<file path="src/rtl/menu_cmd_decoder_if.sv">
// Bundle of cursor/keypad inputs and command outputs for the grid-menu decoder.
// The decoder uses the slave view; the cursor logic/consumer side uses master.
interface menu_cmd_decoder_if #(
  parameter int XW    = 10,
  parameter int YW    = 9,
  parameter int CMD_W = 8,
  parameter int IDX_W = 3
);
  logic             enter;
  logic [XW-1:0]    x;
  logic [YW-1:0]    y;
  logic             ack;
  logic [CMD_W-1:0] command;
  logic [7:0]       offset;
  logic [IDX_W-1:0] cmd_index;
  logic             cmd_valid;
  logic             busy;
  logic             miss;
  logic             timeout;

  modport master (
    output enter, x, y, ack,
    input  command, offset, cmd_index, cmd_valid, busy, miss, timeout
  );

  modport slave (
    input  enter, x, y, ack,
    output command, offset, cmd_index, cmd_valid, busy, miss, timeout
  );
endinterface

</file>
<file path="src/rtl/menu_cmd_decoder.sv">
// Grid-menu command decoder: on an enter rising edge, matches the cursor against
// a NUM_COLS x NUM_ROWS slot grid and issues a held one-hot command until ack/timeout.
module menu_cmd_decoder #(
  parameter int XW          = 10,
  parameter int YW          = 9,
  parameter int NUM_COLS    = 4,
  parameter int NUM_ROWS    = 2,
  parameter int X0          = 8,
  parameter int Y0          = 22,
  parameter int XSTEP       = 40,
  parameter int YSTEP       = 40,
  parameter logic [7:0] OFF_SET = 8'h20,
  parameter logic [NUM_COLS*NUM_ROWS-1:0] ENABLE_MASK = 8'b1111_1100,
  parameter int ACK_TIMEOUT = 255
) (
  input logic clk,
  input logic reset,
  menu_cmd_decoder_if.slave bus
);
  localparam int CMD_W = NUM_COLS * NUM_ROWS;
  localparam int IDX_W = (CMD_W > 1) ? $clog2(CMD_W) : 1;

  typedef enum logic [1:0] {
    IDLE     = 2'd0,
    WAIT_ACK = 2'd1,
    RELEASE  = 2'd2
  } state_t;

  state_t           state_r, state_s;
  logic             enter_q_r;
  logic [31:0]      timer_r, timer_s;
  logic [CMD_W-1:0] command_r, command_s;
  logic [7:0]       offset_r, offset_s;
  logic [IDX_W-1:0] cmd_index_r, cmd_index_s;
  logic             cmd_valid_r, cmd_valid_s;
  logic             busy_r, busy_s;
  logic             miss_r, miss_s;
  logic             timeout_r, timeout_s;

  logic             rise_s;
  logic             slot_ok_s;
  logic [IDX_W-1:0] slot_s;
  logic [7:0]       row_off_s;

  assign rise_s = bus.enter & ~enter_q_r;

  // Slot decode: exact 32-bit coordinate match against each enabled grid slot
  always_comb begin
    slot_ok_s = 1'b0;
    slot_s    = {IDX_W{1'b0}};
    row_off_s = 8'h00;
    for (int r = 0; r < NUM_ROWS; r++) begin
      for (int c = 0; c < NUM_COLS; c++) begin
        if ((32'(bus.x) == 32'(X0 + c * XSTEP)) &&
            (32'(bus.y) == 32'(Y0 + r * YSTEP)) &&
            ENABLE_MASK[r * NUM_COLS + c]) begin
          slot_ok_s = 1'b1;
          slot_s    = IDX_W'(r * NUM_COLS + c);
          row_off_s = 8'(r * OFF_SET);
        end else begin
          slot_ok_s = slot_ok_s;
        end
      end
    end
  end

  // Next-state and next-output logic
  always_comb begin
    state_s     = state_r;
    timer_s     = timer_r;
    command_s   = command_r;
    offset_s    = offset_r;
    cmd_index_s = cmd_index_r;
    cmd_valid_s = 1'b0;
    miss_s      = 1'b0;
    timeout_s   = 1'b0;
    case (state_r)
      IDLE: begin
        timer_s = 32'd0;
        if (rise_s) begin
          if (slot_ok_s) begin
            command_s   = CMD_W'(1) << slot_s;
            cmd_index_s = slot_s;
            offset_s    = row_off_s;
            cmd_valid_s = 1'b1;
            state_s     = WAIT_ACK;
          end else begin
            miss_s = 1'b1;
          end
        end else begin
          state_s = IDLE;
        end
      end
      WAIT_ACK: begin
        timer_s = timer_r + 32'd1;
        // ack has priority over a timeout expiring in the same cycle
        if (bus.ack) begin
          command_s   = {CMD_W{1'b0}};
          offset_s    = 8'h00;
          cmd_index_s = {IDX_W{1'b0}};
          state_s     = RELEASE;
        end else if ((ACK_TIMEOUT != 0) && (timer_r == 32'(ACK_TIMEOUT - 1))) begin
          command_s   = {CMD_W{1'b0}};
          offset_s    = 8'h00;
          cmd_index_s = {IDX_W{1'b0}};
          timeout_s   = 1'b1;
          state_s     = RELEASE;
        end else begin
          state_s = WAIT_ACK;
        end
      end
      RELEASE: begin
        timer_s = 32'd0;
        if (!bus.enter) begin
          state_s = IDLE;
        end else begin
          state_s = RELEASE;
        end
      end
      default: begin
        state_s     = IDLE;
        timer_s     = 32'd0;
        command_s   = {CMD_W{1'b0}};
        offset_s    = 8'h00;
        cmd_index_s = {IDX_W{1'b0}};
      end
    endcase
    busy_s = (state_s != IDLE);
  end

  // State and registered outputs
  always_ff @(posedge clk or posedge reset) begin
    if (reset) begin
      state_r     <= IDLE;
      enter_q_r   <= 1'b0;
      timer_r     <= 32'd0;
      command_r   <= {CMD_W{1'b0}};
      offset_r    <= 8'h00;
      cmd_index_r <= {IDX_W{1'b0}};
      cmd_valid_r <= 1'b0;
      busy_r      <= 1'b0;
      miss_r      <= 1'b0;
      timeout_r   <= 1'b0;
    end else begin
      state_r     <= state_s;
      enter_q_r   <= bus.enter;
      timer_r     <= timer_s;
      command_r   <= command_s;
      offset_r    <= offset_s;
      cmd_index_r <= cmd_index_s;
      cmd_valid_r <= cmd_valid_s;
      busy_r      <= busy_s;
      miss_r      <= miss_s;
      timeout_r   <= timeout_s;
    end
  end

  assign bus.command   = command_r;
  assign bus.offset    = offset_r;
  assign bus.cmd_index = cmd_index_r;
  assign bus.cmd_valid = cmd_valid_r;
  assign bus.busy      = busy_r;
  assign bus.miss      = miss_r;
  assign bus.timeout   = timeout_r;
endmodule

</file>
<file path="src/flat_wrapper.sv">
// flat-port wrapper written by rule: the top's interface ports become plain ports
module menu_cmd_decoder_flat 
#(
  parameter int XW          = 10,
  parameter int YW          = 9,
  parameter int NUM_COLS    = 4,
  parameter int NUM_ROWS    = 2,
  parameter int X0          = 8,
  parameter int Y0          = 22,
  parameter int XSTEP       = 40,
  parameter int YSTEP       = 40,
  parameter logic [7:0] OFF_SET = 8'h20,
  parameter logic [NUM_COLS*NUM_ROWS-1:0] ENABLE_MASK = 8'b1111_1100,
  parameter int ACK_TIMEOUT = 255
)
  (clk, reset, bus_enter, bus_x, bus_y, bus_ack, bus_command, bus_offset, bus_cmd_index, bus_cmd_valid, bus_busy, bus_miss, bus_timeout);
  menu_cmd_decoder_if #(.XW(XW), .YW(YW), .CMD_W(8), .IDX_W(3)) bus_i ();
  input logic clk;
  input logic reset;
  input wire logic [$bits(bus_i.enter)-1:0] bus_enter;
  input wire logic [$bits(bus_i.x)-1:0] bus_x;
  input wire logic [$bits(bus_i.y)-1:0] bus_y;
  input wire logic [$bits(bus_i.ack)-1:0] bus_ack;
  output wire logic [$bits(bus_i.command)-1:0] bus_command;
  output wire logic [$bits(bus_i.offset)-1:0] bus_offset;
  output wire logic [$bits(bus_i.cmd_index)-1:0] bus_cmd_index;
  output wire logic [$bits(bus_i.cmd_valid)-1:0] bus_cmd_valid;
  output wire logic [$bits(bus_i.busy)-1:0] bus_busy;
  output wire logic [$bits(bus_i.miss)-1:0] bus_miss;
  output wire logic [$bits(bus_i.timeout)-1:0] bus_timeout;
  assign bus_i.enter = bus_enter;
  assign bus_i.x = bus_x;
  assign bus_i.y = bus_y;
  assign bus_i.ack = bus_ack;
  assign bus_command = bus_i.command;
  assign bus_offset = bus_i.offset;
  assign bus_cmd_index = bus_i.cmd_index;
  assign bus_cmd_valid = bus_i.cmd_valid;
  assign bus_busy = bus_i.busy;
  assign bus_miss = bus_i.miss;
  assign bus_timeout = bus_i.timeout;
  menu_cmd_decoder #(.XW(XW), .YW(YW), .NUM_COLS(NUM_COLS), .NUM_ROWS(NUM_ROWS), .X0(X0), .Y0(Y0), .XSTEP(XSTEP), .YSTEP(YSTEP), .OFF_SET(OFF_SET), .ENABLE_MASK(ENABLE_MASK), .ACK_TIMEOUT(ACK_TIMEOUT)) u_core (.clk(clk), .reset(reset), .bus(bus_i));
endmodule
</file>
<file path="config.mk">
export PLATFORM = sky130hd
export DESIGN_NAME = menu_cmd_decoder_flat
export DESIGN_NICKNAME = d
export VERILOG_FILES = /design/src/rtl/menu_cmd_decoder_if.sv /design/src/rtl/menu_cmd_decoder.sv /design/src/flat_wrapper.sv
export SDC_FILE = /design/constraint.sdc
export NUM_CORES = 1
export LEC_CHECK = 0
export CAP_MARGIN = 0
export CORE_MARGIN = 2
export CORE_UTILIZATION = 40
export CTS_BUF_LIST = sky130_fd_sc_hd__clkbuf_8
export CTS_CLUSTER_SIZE = 12
export DETAILED_ROUTE_END_ITERATION = 16
export GPL_ROUTABILITY_DRIVEN = 0
export GPL_TIMING_DRIVEN = 0
export MAX_ROUTING_LAYER = met4
export PLACE_DENSITY = 0.66
export RECOVER_POWER = 25
export SYNTH_ARGS = -nofsm -noshare
export SYNTH_HDL_FRONTEND = slang
export SYNTH_SLANG_ARGS = --single-unit
export TNS_END_PERCENT = 5
</file>
<file path="constraint.sdc">
create_clock -name clk -period 5.85 [get_ports clk]
set_clock_uncertainty 0.1 [all_clocks]
set_input_delay 1.17 -clock clk [delete_from_list [all_inputs] [get_ports clk]]
set_output_delay 1.17 -clock clk [all_outputs]
set_load 0.02 [all_outputs]
</file>
# After elaboration in Yosys (flattened, before gate mapping)
# Cells that the tools add are included.
dict set report totals {
  in_bits 23
  memories 0
  ff_bits 58
  ram_bits 0
  elab_cells 81
  mem_bits_ro 0
  latch_bits 0
  output_inout_bits 23
}
dict set report op_classes {
  mux 45
  bitwise 3
  eq_ne 12
  n_div 0
  shifts 1
  reduce_logical 9
  addsub 1
  mul 0
  n_lt_le_gt_ge 0
}
# cell count
set ops {}
lappend ops {{two-way mux 8 bit} 9}
lappend ops {{case mux 8 bit (3 select lines)} 2}
lappend ops {{adder 32 x 1 -> 32 bit, second input constant} 1}
lappend ops {{equality test 32 x 8 -> 1 bit, second input constant} 1}
lappend ops {{two-way mux 32 bit} 1}
lappend ops {{two-way mux 3 bit} 9}
lappend ops {{two-way mux 1 bit} 15}
lappend ops {{two-way mux 2 bit} 6}
lappend ops {{equality test 10 x 4 -> 1 bit, second input constant} 1}
lappend ops {{equality test 10 x 6 -> 1 bit, second input constant} 1}
lappend ops {{equality test 10 x 7 -> 1 bit, second input constant} 1}
lappend ops {{equality test 10 x 8 -> 1 bit, second input constant} 1}
lappend ops {{equality test 9 x 5 -> 1 bit, second input constant} 1}
lappend ops {{equality test 9 x 6 -> 1 bit, second input constant} 1}
lappend ops {{case mux 3 bit (3 select lines)} 1}
lappend ops {{left shift 1 x 3 -> 8 bit, first input constant} 1}
lappend ops {{logical AND 1 bit} 6}
lappend ops {{two-way mux 6 bit} 1}
lappend ops {{case mux 2 bit (3 select lines)} 1}
lappend ops {{!= test 2 x 1 -> 1 bit, second input constant} 2}
lappend ops {{AND reduction 4 bit} 1}
lappend ops {{!= test 3 x 2 -> 1 bit, second input constant} 1}
lappend ops {{equality test 2 x 1 -> 1 bit, second input constant} 1}
lappend ops {{equality test 2 bit, second input constant} 1}
lappend ops {{4 further kinds} 5}

# Longest topological paths before layout
# Gate-level depths: netlist (run 1).
dict set report logic_depth {
  ltp_word 12
  ltp_mapped 8
  mapped_depth_nobuf 7
}

# Worst setup path before layout (run 1)
# No wires, ideal clock.
dict set report synth_path {
  kind {input -> register}
  startpoint {in bus_x[4]}
  endpoint {reg u_core.command_r[5] (netlist: u_core.bus.command[5])}
  stages 6
  setup_ns 0.121
  setup_slack_ns 2.899
  arrival_ns 2.730
  path_buffers 1
  cell_sequence {xor2_1 > or4b_4 > a2111oi_4 > a211oi_2 > buf_6 > a22o_1}
}
dict set report synth_between {
  elab_chain_len 12
  word_cells_on_any_way 28
  cone_classes {eq/ne (5); shift (1); mux (15); reduce/logical (7)}
}
# item line_no
set synth_lines {}
lappend synth_lines {{start: declaration} flat_wrapper.sv:21} ;# input wire logic [$bits(bus_i.x)-1:0] bus_x;
lappend synth_lines {{equality test 10 x 7 -> 1 bit} menu_cmd_decoder.sv:54} ;# if ((32'(bus.x) == 32'(X0 + c * XSTEP)) &&
lappend synth_lines {{logical AND 1 bit} menu_cmd_decoder.sv:54}
lappend synth_lines {{two-way mux 2 bit} menu_cmd_decoder.sv:54}
lappend synth_lines {{two-way mux 3 bit (5 in a row)} menu_cmd_decoder.sv:54}
lappend synth_lines {{left shift 1 x 3 -> 8 bit} menu_cmd_decoder.sv:82} ;# command_s = CMD_W'(1) << slot_s;
lappend synth_lines {{two-way mux 8 bit} menu_cmd_decoder.sv:81} ;# if (slot_ok_s) begin
lappend synth_lines {{two-way mux 8 bit} menu_cmd_decoder.sv:80} ;# if (rise_s) begin
lappend synth_lines {{case mux 8 bit (3 select lines)} menu_cmd_decoder.sv:77} ;# case (state_r)
lappend synth_lines {{end signal: assignment} menu_cmd_decoder.sv:137} ;# command_r <= {CMD_W{1'b0}};
lappend synth_lines {{end signal: assignment} menu_cmd_decoder.sv:148} ;# command_r <= command_s;
lappend synth_lines {{end: declaration} menu_cmd_decoder.sv:32} ;# logic [CMD_W-1:0] command_r, command_s;
# Several ways; a longest one is shown, not always the timed one. The select of a mux whose other input is x is not followed.
# A chain may end at the register's enable or synchronous reset.

# Final worst setup path (run 1)
dict set report layout_path {
  startpoint {in bus_x[6]}
  endpoint {reg u_core.command_r[5] (netlist: u_core.bus.command[5])}
}
# The elaborated chain is that of the path after synthesis.

==> results of run 1 <==
==> layer usage <==
| metal | vias to the layer above | track usage | wire (um) |
|---|---|---|---|
| met5 | - | - | 0 |
| met4 | 0 | 0.06061 | 85 |
| met3 | 8 | 0.02753 | 153 |
| met2 | 30 | 0.2699 | 2600 |
| met1 | 1000 | 0.2206 | 2516 |
| li1 | 1044 | - | - |
==> power groups by stage <==
stage	Sequential [W]	Clock, W	Combinational [W]
6_report	0.000346	0.000240	0.0000426
5_1_grt	0.000346	0.000261	0.0000474
3_5_place_dp	0.000353	0	0.0000438
3_3_place_gp	0.000353	0	0.0000414
2_1_floorplan	0.000354	0	0.0000203
4_1_cts	0.000346	0.000249	0.0000438
==> cell type report <==
class | instances | area share
plain buffers | 17 | 0.03142
clock buffers | 5 | 0.02133
clock inverters | 3 | 0.01280
inverters | 10 | 0.01164
multi-input cells | 196 | 0.3809
flip-flops and latches | 50 | 0.3879
well taps | 77 | 0.02987
repair buffers | 39 | 0.1241
==> sequential cells by signal, indices dropped and copies added, names as in the netlist <==
signal and count:
u_core.bus.command 8, u_core.bus.cmd_index 3, u_core.bus.cmd_valid 1, u_core.enter_q_r 1, u_core.bus.miss 1, u_core.bus.busy 1
u_core.state_r 2, u_core.bus.timeout 1, u_core.timer_r 32
==> through the flow <==
stage          instance area [sq um]  instances  power [W]    util
4_1_cts                         3226        397  0.0006389  0.5109
3_5_place_dp                    3115        389  0.0003968  0.4935
6_report                        3226        397  0.0006292  0.5109
5_1_grt                         3226        397  0.0006550  0.5109
2_1_floorplan                   2619        273  0.0003739       -
3_3_place_gp                    3095        388  0.0003945  0.4903
==> critical path, delay by kind of cell <==
family	cells	cell delay, ns
AO/OA/AOI/OAI	3	0.89
buffers and inverters	2	0.66
XOR/XNOR	1	0.18
AND/OR/NAND/NOR	1	0.52
==> layout by cell type (no fill, tap or decap), drive strengths merged, types with 11 or more instances in the layout <==
master         count
xnor2             19
nand2             14
nand3             13
dfrtp             50
nor2              35
nor4              15
clkbuf            13
clkdlybuf4s50     36
nor3              12
inv               11
==> cells by family (layout without fill, tap and decap cells) <==
group | Yosys count | after routing | share of synthesized area
DFF | 50 | 50 | 0.4819
AOI/OAI and AO/OA | 31 | 31 | 0.09013
xor gates and xnor gates | 28 | 28 | 0.09446
and+or+nand+nor | 127 | 127 | 0.2651
muxes | 1 | 1 | 0.003856
adders and majority gates | 2 | 2 | 0.009637
buffers and inverters | 27 | 74 | 0.05350
other | 1 | 7 | 0.001444
==> worst max-delay path by stage <==
stage	endpoint	startpoint	depth (start not counted)	slack (ns)
after detailed placement	u_core.bus.command[2]$_DFFE_PP0P_	bus_x[6]	7	2.20
after floorplan	u_core.bus.command[5]$_DFFE_PP0P_	bus_x[4]	6	2.90
after CTS	u_core.bus.command[2]$_DFFE_PP0P_	bus_x[6]	7	2.52
after global placement	u_core.bus.command[2]$_DFFE_PP0P_	bus_y[7]	7	2.21
after global routing	u_core.bus.command[2]$_DFFE_PP0P_	bus_x[0]	7	2.33
final	u_core.bus.command[5]$_DFFE_PP0P_	bus_x[6]	7	2.52
==> reports/metrics.cfg, run 1 <==
[run_status]
outcome = finished clean

[global_routing]
gr-usage-all-layers = 0.1699
antenna_found_initial = 0
first_global_vias = 2086
grt_max_degree = 31
grt_pass1_wl_um = 9618
grt_overflow = 0

[synth]
synth_top_area_share = 0.4819
syn_avg_cell_area_sq_um = 9.724
ys_warn_count = 0
synth-seq-area-share = 0.4819
ys_types = 42
async_reset_ff_frac = 1.000
synth-edff-count = 0
synth.most_common_cell = dfrtp_1
synthCells = 267
synth_commonest_cells = 50 x dfrtp_1, 35 x nor2_1, 19 x xnor2_1, 15 x nor4_1, 14 x nand2_1
ys_seq_elements = 50
synthTopCellsByArea = dfrtp_1 48%, xnor2_1 6.4%, nor2_1 5.1%
synthesis.area_sq_mm = 0.002596
synth-main-ff-cell = dfrtp_1
yosys.area.top_type = dfrtp_1

[placement]
dp_hpwl_um = 4022
io_buffers = 38
pre_cts_slack_ns = 2.205

[power]
power_frac_clock = 0.382
p_sw_w = 0.0001353
pwr_density_cell_mw_per_mm2 = 195.1
pwr-share-comb = 0.068
netSwitchingFraction = 0.2151
power.internal_w = 0.0004939
vdd_drop_max_uv = 82.43
p_seq_frac = 0.550
power_leakage_nw = 1.221

[setup_path]
crit_chain = clkdlybuf4s50_1 -> xor2_1 -> or4b_4 -> a2111oi_4 -> a211oi_2 -> buf_6 -> a22o_1
worstPathMaxFanout = 10
rrSetupSlack_ns = 3.68
worstSetupStartpointType = primary input
required_ns = 5.95
critPathArrivalTime_ns = 3.43
reg2regPathDepth = 8
endpoint_kind = register
reg2reg_from = u_core.timer_r[0]$_DFF_PP0_
criticalPathCategory = primary input to register
slowest_delay_ns = 0.57
r2r_end = u_core.bus.command[5]$_DFFE_PP0P_
cp_slowest_cell = a2111oi_4

[detailed_routing]
ant_nets = 0
vias = 2082
avgViaCountPerCell = 5.244
wl_per_cell_um = 13.49
route.detailed.drc = 0
drtIter0Drc = 95
first_pass_iters = 4
totalWireLength_um = 5356

[clocking]
cts_hold_buffers = 0
cts_sinks = 50
cts_root_buf = clkbuf_8
tritoncts = built
clk_latency_ns = 0.30
cts_buffers = 5
cts_resized = 0
clock_path_buffers = 2
ctsHtreeMaxLevel = 2
cts_setup_buffers = 0
cts.clk_slew.worst_paths_ns = 0.09

[die]
die_y_um = 84.57
coreArea_sq_mm = 0.006314
die_w_um = 84.57
start_util = 0.4112
ios = 46
rows = 29
die_area_sq_mm = 0.007151

[finish]
drive_gt1_frac = 0.06875
multi_input_area_sq_mm = 0.001229
insertedDiodeCount = 0
final_net_count = 344
syn_to_final_growth_pct = 24.24
fillerInstances = 622
regArea_sq_mm = 0.001251

[hold_path]
hold_depth = 1
hold_end = u_core.bus.command[0]$_DFFE_PP0P_
hold_class = register to register
min-delay-start = u_core.bus.command[0]$_DFFE_PP0P_

[timing]
period_needed_ns = 3.332
slew_headroom = 0.4404
worst_slack_ns = 2.518
hold_violations = 0
slew_violations = 0
min_period_over_period = 0.5696
max_freq_ghz = 0.3001
worst_pin_slew_ns = 0.8384
finalSetupTns_ns = 0
finalSetupViolations = 0
rsz0062_at_grt = false
timing.hold.ws_ns = 0.4018

[job]
maxCapViolCount = 0

(Power assumes the default switching activity.)
==> run 2, diff against run 1 <==
- PLACE_DENSITY: 0.66 -> 0.69
- clock period: 5.85 -> 2.9 ns (I/O delays scaled with it)
==> reports/metrics.cfg, run 2 (synthesized netlist as in run 1, its figures left out) <==
[clocking]
cts.clk_slew.worst_paths_ns = 0.10
cts_sinks = 50
clock_path_buffers = 2
tritoncts = built
cts_buffers = 5
cts_hold_buffers = 0
clk_latency_ns = 0.31
ctsHtreeMaxLevel = 2
cts_root_buf = clkbuf_8

[timing]
rsz0062_at_grt = false
period_needed_ns = 2.704
finalSetupViolations = 0
min_period_over_period = 0.9326
max_freq_ghz = 0.3698
slew_violations = 0
timing.hold.ws_ns = 0.3989
slew_headroom = 0.4760
hold_violations = 0
worst_pin_slew_ns = 0.7851

[die]
die_area_sq_mm = 0.007151
die_w_um = 84.57
rows = 29
coreArea_sq_mm = 0.006314
die_y_um = 84.57
ios = 46
start_util = 0.4112

[power]
p_sw_w = 0.0002889
power.total_w = 0.001203
p_seq_frac = 0.580
power_leakage_nw = 1.205
netSwitchingFraction = 0.2400
power.internal_w = 0.0009145
power_frac_clock = 0.350
pwr_density_cell_mw_per_mm2 = 376.0
vdd_drop_max_uv = 317.9
pwr-share-comb = 0.070

[placement]
io_buffers = 38
dp_hpwl_um = 3984

[setup_path]
cp_num_buf_inv = 2
endpoint_kind = register
crit_family = compound AO/OA/AOI/OAI gates
cp_slowest_cell = a2111oi_4
slowest_delay_ns = 0.57
crit_chain = clkdlybuf4s50_1 -> xor2_1 -> or4b_4 -> a2111oi_4 -> a211oi_2 -> buf_6 -> a22o_1
worstSetupStartpointType = primary input
critPathArrivalTime_ns = 2.81
criticalPathCategory = primary input to register
required_ns = 3.01
worstPathMaxFanout = 10

[finish]
fillerInstances = 631
syn_to_final_growth_pct = 23.28
multi_input_area_sq_mm = 0.001235
regArea_sq_mm = 0.001251
final_net_count = 344
insertedDiodeCount = 0
largest_register_ffs = 32
final_common_cell = dfrtp_1
most-common-layout-cells = 50 x dfrtp_1, 36 x clkdlybuf4s50_1, 35 x nor2_1
top_register = u_core.timer_r
drive_gt1_frac = 0.07500

[detailed_routing]
totalWireLength_um = 5299
vias = 2065
first_pass_iters = 4
avgViaCountPerCell = 5.202
ant_nets = 0
route.detailed.drc = 0
wl_per_cell_um = 13.35
drtIter0Drc = 69

[job]
maxCapViolCount = 0

[global_routing]
grt_pass1_wl_um = 9225
grt_overflow = 0
first_global_vias = 1986
gr-usage-all-layers = 0.1637
grt_max_degree = 31
antenna_found_initial = 0

[run_status]
outcome = finished clean

[hold_path]
hold_class = register to register

## run 2: cell count changes in the layout (fill, tap and decap cells not counted)
cell,delta
bufinv_16,-1
clkinv_4,+1
clkbuf_2,+1
nor4_1,-1
buf_12,-1
nor4_2,+1
inv_1,-1
inv_6,+1
## run 2: area by class of cell
cell class | instances | share of cell area
Sequential cell | 50 | 0.3909
Clock buffer | 5 | 0.02150
Clock inverter | 3 | 0.007819
Tap cell | 77 | 0.03010
Timing Repair Buffer | 39 | 0.1204
Inverter | 10 | 0.01173
Multi-Input combinational cell | 196 | 0.3858
Buffer | 17 | 0.03167
## run 2: final timing paths
path | start | to | slack (ns) | cells after the start
min reg2reg | u_core.bus.command[0]$_DFFE_PP0P_ | u_core.bus.command[0]$_DFFE_PP0P_ | 0.40 | 1
max reg2reg | u_core.timer_r[0]$_DFF_PP0_ | u_core.bus.command[5]$_DFFE_PP0P_ | 0.76 | 8
max | bus_x[4] | u_core.bus.command[5]$_DFFE_PP0P_ | 0.20 | 7
max in group asynchronous | reset | u_core.timer_r[18]$_DFF_PP0_ | 0.77 | 3
min | u_core.bus.command[0]$_DFFE_PP0P_ | u_core.bus.command[0]$_DFFE_PP0P_ | 0.40 | 1
min in group asynchronous | reset | u_core.timer_r[5]$_DFF_PP0_ | 0.74 | 2
## run 2: metal layers
layer  up-vias  global-route usage  routed length (um)
met5         -                   -                   0
met4         0             0.04618                  55
met3         5             0.03835                 162
met2        26              0.2577                2494
met1       997              0.2123                2587
li1       1037                   -                   -
## run 2: power by group through the flow
| stage | clock [W] | combinational, W | sequential, W |
|---|---|---|---|
| floorplan | 0 | 0.0000410 | 0.000713 |
| global placement | 0 | 0.0000832 | 0.000712 |
| detailed placement | 0 | 0.0000881 | 0.000712 |
| CTS | 0.000437 | 0.0000882 | 0.000698 |
| global route | 0.000465 | 0.0000923 | 0.000699 |
| finish | 0.000421 | 0.0000840 | 0.000698 |
## run 2: timing repair
action | in CTS | in global routing
setup endpoints to repair | 0 | 5
setup buffers | 0 | 0
resized for setup | 0 | 1
## run 2: worst reg2reg max path: stages (launching register included)
cell and delay [ns]:
dfrtp_1 0.43, inv_1 0.07, ha_1 0.13, nor4b_1 0.29, nand4_1 0.25, o21ai_0 0.26, a211oi_2 0.12, buf_6 0.17
a22o_1 0.23
## run 2: per-stage QoR
| step | worst slack (ns) | setup TNS [ns] | cell area (sq um) | cells | utilization |
|---|---|---|---|---|---|
| 6_report | 0.1955 | 0 | 3201 | 397 | 0.5069 |
| 4_1_cts | 0.1622 | 0 | 3209 | 397 | 0.5083 |
| 3_5_place_dp | -0.1758 | -1.283 | 3115 | 389 | 0.4935 |
| 2_1_floorplan | 0.5389 | 0 | 2619 | 273 | - |
| 5_1_grt | 0.05143 | 0 | 3201 | 397 | 0.5069 |
| 3_3_place_gp | -0.1683 | -1.183 | 3095 | 388 | 0.4903 |
